### src/rtl/fib_index_finder.sv
// Fibonacci index finder: given a target, walks F(0), F(1), ... and reports
// the smallest index n with F(n) >= target, plus whether target is F(n).
//
// Ports:
//   clk           clock, all state updates on posedge
//   reset_button  asynchronous active-high reset
//   start         search request, sampled only while idle
//   target        value to locate, sampled with start
//   busy          high while a search or its done cycle is in progress
//   done          one-cycle pulse, result outputs valid
//   index         smallest n with F(n) >= target
//   fib_out       F(index), low WIDTH bits
//   is_fib        F(index) == target
//   overflow      F(index) does not fit in WIDTH bits
module fib_index_finder #(
   parameter int WIDTH = 32,
   parameter int IDX_W = 6
) (
   input  logic             clk,
   input  logic             reset_button,
   input  logic             start,
   input  logic [WIDTH-1:0] target,
   output logic             busy,
   output logic             done,
   output logic [IDX_W-1:0] index,
   output logic [WIDTH-1:0] fib_out,
   output logic             is_fib,
   output logic             overflow
);

   typedef enum logic [1:0] {
      S_IDLE,
      S_SEARCH,
      S_DONE
   } state_t;

   state_t             r_state;
   logic [WIDTH-1:0]   r_tgt;
   // Two guard bits: the walk always reaches a >= tgt before a+b can wrap.
   logic [WIDTH+1:0]   r_a;
   logic [WIDTH+1:0]   r_b;
   logic [IDX_W-1:0]   r_n;
   logic               r_busy;
   logic               r_done;
   logic [IDX_W-1:0]   r_index;
   logic [WIDTH-1:0]   r_fib;
   logic               r_is_fib;
   logic               r_ovf;

   logic [WIDTH+1:0]   w_tgt_ext;
   logic [WIDTH+1:0]   w_sum;
   logic               w_hit;

   assign w_tgt_ext = {2'b00, r_tgt};
   assign w_sum     = r_a + r_b;
   assign w_hit     = (r_a >= w_tgt_ext);

   always_ff @(posedge clk or posedge reset_button) begin
      if (reset_button) begin
         r_state  <= S_IDLE;
         r_tgt    <= '0;
         r_a      <= '0;
         r_b      <= '0;
         r_n      <= '0;
         r_busy   <= 1'b0;
         r_done   <= 1'b0;
         r_index  <= '0;
         r_fib    <= '0;
         r_is_fib <= 1'b0;
         r_ovf    <= 1'b0;
      end else begin
         r_done <= 1'b0;
         case (r_state)
            S_IDLE: begin
               if (start) begin
                  r_tgt   <= target;
                  r_a     <= '0;
                  r_b     <= {{(WIDTH+1){1'b0}}, 1'b1};
                  r_n     <= '0;
                  r_busy  <= 1'b1;
                  r_state <= S_SEARCH;
               end
            end
            S_SEARCH: begin
               if (w_hit) begin
                  r_index  <= r_n;
                  r_fib    <= r_a[WIDTH-1:0];
                  r_is_fib <= (r_a == w_tgt_ext);
                  r_ovf    <= |r_a[WIDTH+1:WIDTH];
                  r_done   <= 1'b1;
                  r_state  <= S_DONE;
               end else begin
                  r_a <= r_b;
                  r_b <= w_sum;
                  r_n <= r_n + 1'b1;
               end
            end
            S_DONE: begin
               r_busy  <= 1'b0;
               r_state <= S_IDLE;
            end
            default: begin
               r_busy  <= 1'b0;
               r_state <= S_IDLE;
            end
         endcase
      end
   end

   assign busy     = r_busy;
   assign done     = r_done;
   assign index    = r_index;
   assign fib_out  = r_fib;
   assign is_fib   = r_is_fib;
   assign overflow = r_ovf;

endmodule
### config.mk
export PLATFORM = sky130hd
export DESIGN_NAME = fib_index_finder
export DESIGN_NICKNAME = d
export VERILOG_FILES = /design/src/rtl/fib_index_finder.sv
export SDC_FILE = /design/constraint.sdc
export NUM_CORES = 1
export LEC_CHECK = 0
export BUFFER_PORTS_ARGS = -buffer_cell sky130_fd_sc_hd__buf_2
export CAP_MARGIN = 20
export CORE_ASPECT_RATIO = 0.7
export CORE_MARGIN = 2
export CORE_UTILIZATION = 50
export CTS_CLUSTER_SIZE = 16
export DETAILED_ROUTE_END_ITERATION = 8
export GPL_TIMING_DRIVEN = 1
export MAX_ROUTING_LAYER = met4
export PLACE_DENSITY = 0.71
export SLEW_MARGIN = 20
export SYNTH_ARGS = -nofsm -noshare
export SYNTH_HDL_FRONTEND = slang
export SYNTH_SLANG_ARGS = --single-unit
### constraint.sdc
create_clock -name clk -period 6.85 [get_ports clk]
set_input_delay 1.0275 -clock clk [delete_from_list [all_inputs] [get_ports clk]]
set_output_delay 1.0275 -clock clk [all_outputs]
set_load 0.01 [all_outputs]
Yosys cells after proc, flatten, opt, wreduce, memory -nomap -nowiden
Index checks and enable logic that the tools add are counted.
Widths: inputs -> output; s select.
- register bits: 150
- input bits: 35
- word-level logic and storage cells: 44
- add/subtract/negate cells: 2
- magnitude comparators: 1
- eq/ne operators: 5
- muxes and demuxes: 16
- bitwise operators: 1
- reductions and logical operators: 8
- operators by type and width (kind ; number):
    $mux 34 ; 4
    $pmux 34 s2 ; 2
    $add 34x34->34 ; 1
    $eq 34x32->1 ; 1
    $ge 34x32->1 ; 1
    $mux 6 ; 2
    $pmux 6 s2 ; 1
    $reduce_and 2->1 ; 4
    $add 6x1->6 const B ; 1
    $ne 2x2->1 const B ; 3
    $mux 2 ; 2
    $pmux 2 s2 ; 1
    $mux 1 ; 3
    $reduce_and 3->1 ; 1
    $eq 2x1->1 const B ; 1
    $logic_not 2->1 ; 1
    $pmux 1 s2 ; 1
    $reduce_bool 2->1 ; 1
    $reduce_or 2->1 ; 1
    $not 1->1 ; 1

Logic depth before layout (Yosys ltp)
- depth in word-level cells: 3
- depth in mapped cells: 12

Worst setup path after synthesis
Ideal clock, no wire load.
- kind: register to register
- from: register r_a[29]
- to: register r_fib[10] (netlist: fib_out[10])
- setup time: 0.125 ns
- data arrival time: 2.863 ns
- data required time: 6.725 ns
- slack: 3.862 ns
- cell stages (with the launch flop): 11
- period minus slack after synthesis: 2.988 ns
- path through: dfrtp_1 -> ha_1 -> nand4_1 -> or4_1 -> or2_1 -> or4_4 -> o211a_4 -> nand2_2 -> nand2_8 -> buf_12 -> mux2_4
- word-level cells in the longest chain between the ends: 2
- ends and longest elaborated chain (element ; line ; source):
    start, declared ; 40 ; logic [WIDTH+1:0] r_a;
    start signal, assigned ; 93 ; r_a <= r_b;
    $ge 34x32->1 ; 56 ; assign w_hit = (r_a >= w_tgt_ext);
    $reduce_and 2->1 (no source line) ; -- ;
    end signal, assigned ; 87 ; r_fib <= r_a[WIDTH-1:0];
    end, declared ; 46 ; logic [WIDTH-1:0] r_fib;
Every way passes these cells.
A chain may end at the register's enable or synchronous reset.

Worst setup path in the final report
- from: register r_a[29]
- to: register r_b[32]
- word-level cells in the longest chain between the ends: 3
- elaborated cells on any way between the ends: 6
- classes of those cells: add/sub (1); order compare (1); eq/ne (1); mux (2); reduce/logical (1)
- ends and longest elaborated chain (element ; line ; source):
    $add 34x34->34 or $ge 34x32->1 (tied branches) ; 55, 56 ;
    $mux 34 or $ne 2x2->1 (tied branches) ; -- ;
    $pmux 34 s2 or $reduce_and 3->1 (tied branches) ; -- ;
    end signal, assigned ; 78 ; r_b <= {{(WIDTH+1){1'b0}}, 1'b1};
    end signal, assigned ; 94 ; r_b <= w_sum;
    end, declared ; 41 ; logic [WIDTH+1:0] r_b;
Parallel ways exist; a longest one is shown, timed or not. The select of a mux whose other input is x is not followed.

==> summary.txt <==
Power per Cell Area: 478 nW/um^2
post-synthesis compound-gate area fraction: 0.132
antenna fix cells: 0
Synth Net Count: 920
first-pass GRT wire length: 29200 um
max-cap viol count: 0
post-synthesis sequential area ratio: 0.450
TritonCTS clock tree: built
worst min-delay path class: reg -> reg
1st-iter DRT viols: 523
vias in the first global route: 5602
# clock sinks: 150
Inserted Clock Buffers: 17
number of flops mapped to enable cells by yosys: 0
Port Buf Inserts: 76
P&R area growth vs syn: 13.1%
worst slew pin tran: 855 ps
# resized after CTS: 0
Root Buffer: clkbuf_16
Worst-path clk slew: 60 ps
Worst Path Required: 7150 ps
CP Max Fanout: 71
WHS: 487 ps
Via density: 5.47
hold_buf cts: 0
Bufs on Longest Clock Path: 2
Relative slew margins: 0.430
clock share of power: 0.216
Synth Flop Type: dfrtp_1
Leak: 4.99 nW
main combinational cell family by area after synthesis: simple AND/OR/NAND/NOR gates
final setup violation count: 0
ys async rst share: 1.00
P_int: 0.00266 W
drt drc: 0
number of synthesized register bits: 150
io pins: 77
initial antenna violation count: 0
post-DR wirelength/cell: 15.9 um
CTS H-Tree Depth: 4
HPWL Detailed: 11800 um
RSZ-0062 raised after global routing: false
clk_lat worst skew: 420 ps
initial core utilization: 0.510
Filler Cell Count: 1387
status: completed
Setup crit end kind: flop
core region area: 16300 sq um
Util after Layout: 0.577
Yosys Warn Count: 0
proportion of layout cells with a drive suffix above 1: 0.212
peak supply drop: 232 uV
total wire length: 17800 um
DRT Pass-1 Iters: 5
Final Hold Fails: 0
Post-Synthesis Cells: 818
switch share: 0.411
biggest cell delay along the critical path: 650 ps
gpl congestion: 0.891
Worst Skew: 12.5 ps
post-synthesis simple-gate area fraction: 0.136
Synth Area in Adders: 0.101
cell row count: 39
Post-DP Area: 8830 sq um
Die W: 158 um
mux cell area share after synthesis: 0.105
syn_area_per_cell: 10.2 sq um
Die H: 112 um
CP Cell Sequence: ha_1, nand4_1, or4_1, or2_1, or4_4, o211a_4, nand3_2, buf_4, nor2_1, a211o_1
CP startpoint kind: flop
pin count of the biggest net entering global routing: 90
Setup TNS: 0 ps
Final Cell Area: 9440 sq um
# nets final: 985
Tcrit/Tclk final: 0.593
Seq pwr share: 0.337
synthesized area: 8340 sq um
kind of critical path: reg -> reg
Die ar.: 17800 sq um
Post-DRT Antenna Nets: 0
Comb pwr share: 0.447
CP max stage cell: buf_4
Netlist cell types: 55
Post-Synth XOR/XNOR Area: 0.0283
setup bufs post-CTS: 0
Peak Freq: 246 MHz
via count: 6127
CP Data Arrival Time: 4360 ps
Tot GR Track Use: 0.213
GR Overflow Total: 0
Psw: 0.00185 W
Period minus WS final: 4060 ps
Slew Viols, Final: 0
## sequential cells by signal (all words and copies together), names as in the netlist
register and flops:
overflow 1, r_n 6, done 1, fib_out 32
r_a 34, busy 1, r_tgt 32, r_state 2
index 6, r_b 34, is_fib 1
## cells by family after synthesis
logic type | after synthesis
xor+xnor | 27
flops | 150
fa+ha+maj | 67
simple gates | 244
buf+inv | 82
compound gates | 180
mux | 68
## metrics by stage
stage / setup slack [ps] / instances / power, W
after global routing: 2530 / 1120 / 0.00487
after detailed placement: 2820 / 1089 / 0.00353
after global placement: 2880 / 1089 / 0.00349
after floorplan: 1790 / 818 / 0.00310
after CTS: 2800 / 1120 / 0.00454
final: 2790 / 1120 / 0.00451
## area by class of cell
type / instances / area (sq um) / share of cell area
clock buffers: 21 / 460 / 0.0488
clock inverters: 10 / 145 / 0.0154
inverters: 49 / 189 / 0.0200
multi-input cells: 586 / 4210 / 0.446
flip-flops and latches: 150 / 3750 / 0.398
well taps: 225 / 282 / 0.0298
repair buffers: 79 / 403 / 0.0427
## critical path: cells and delay by family, from the launching register on
kind	cells	cell delay [ps]
AO/OA/AOI/OAI	2	560
buffers and inverters	1	650
adder cells (fa/ha/maj)	1	320
AND/OR/NAND/NOR	6	1970
flip-flops	1	430
## power groups by stage
stage	registers (W)	logic, W	clock network [W]
finish	0.00152	0.00202	0.000973
global route	0.00157	0.00227	0.00103
CTS	0.00152	0.00203	0.000989
detailed placement	0.00153	0.00200	0
global placement	0.00152	0.00197	0
floorplan	0.00148	0.00162	0
## cells in the final DEF, fill, tap and decap left out, types with 3 or more instances in the layout
cell / count
o21a_1: 5
nor3_1: 4
a31oi_1: 8
buf_2: 76
ha_1: 66
nand3_1: 71
a21o_1: 21
bufinv_16: 3
mux2_2: 38
o211ai_1: 5
o21ai_0: 66
and3_1: 5
inv_1: 48
mux2_4: 30
buf_4: 3
nor2_1: 32
a21oi_1: 42
inv_6: 4
a211oi_1: 4
nand4_1: 14
xor2_1: 14
o31ai_1: 6
xnor2_1: 13
nand2b_1: 5
dfrtp_1: 150
nand2_1: 98
clkbuf_16: 17
o21bai_1: 6
## per-layer routing
| metal | track usage | share of wire | vias up |
|---|---|---|---|
| li1 | - | - | 3031 |
| met1 | 0.344 | 0.54 | 2899 |
| met2 | 0.268 | 0.39 | 177 |
| met3 | 0.0436 | 0.057 | 20 |
| met4 | 0.0523 | 0.012 | 0 |
| met5 | - | 0 | - |
## cells in the mapped netlist, drive strengths merged, types with 4 or more instances
master	number	area [sq um]
a211oi	4	30.0
a21o	22	166
a21oi	43	219
a31oi	8	50.1
and3	6	38.8
buf	17	149
clkbuf	16	60.1
dfrtp	150	3750
ha	66	826
inv	49	184
mux2	68	878
nand2	101	398
nand2b	5	31.3
nand3	72	365
nand4	14	87.6
nor2	32	120
nor3	4	20.0
o211ai	5	37.5
o21a	5	37.5
o21ai	66	330
o21bai	6	45.0
o31ai	6	45.0
xnor2	13	114
xor2	14	123
## worst paths after layout
kind | start | end | slack [ps] | cells past startpoint
hold / removal | is_fib$_DFFE_PP0P_ | is_fib$_DFFE_PP0P_ | 490 | 2
max in group asynchronous | reset_button | r_a[33]$_DFFE_PP0P_ | 4810 | 3
min in group asynchronous | reset_button | r_tgt[20]$_DFFE_PP0P_ | 770 | 2
setup / recovery | r_a[29]$_DFFE_PP0P_ | r_b[32]$_DFFE_PP0P_ | 2790 | 10
setup reg to reg | r_a[29]$_DFFE_PP0P_ | r_b[32]$_DFFE_PP0P_ | 2790 | 10
hold reg to reg | is_fib$_DFFE_PP0P_ | is_fib$_DFFE_PP0P_ | 490 | 2
No activity file was read; power rests on OpenSTA's default activity.
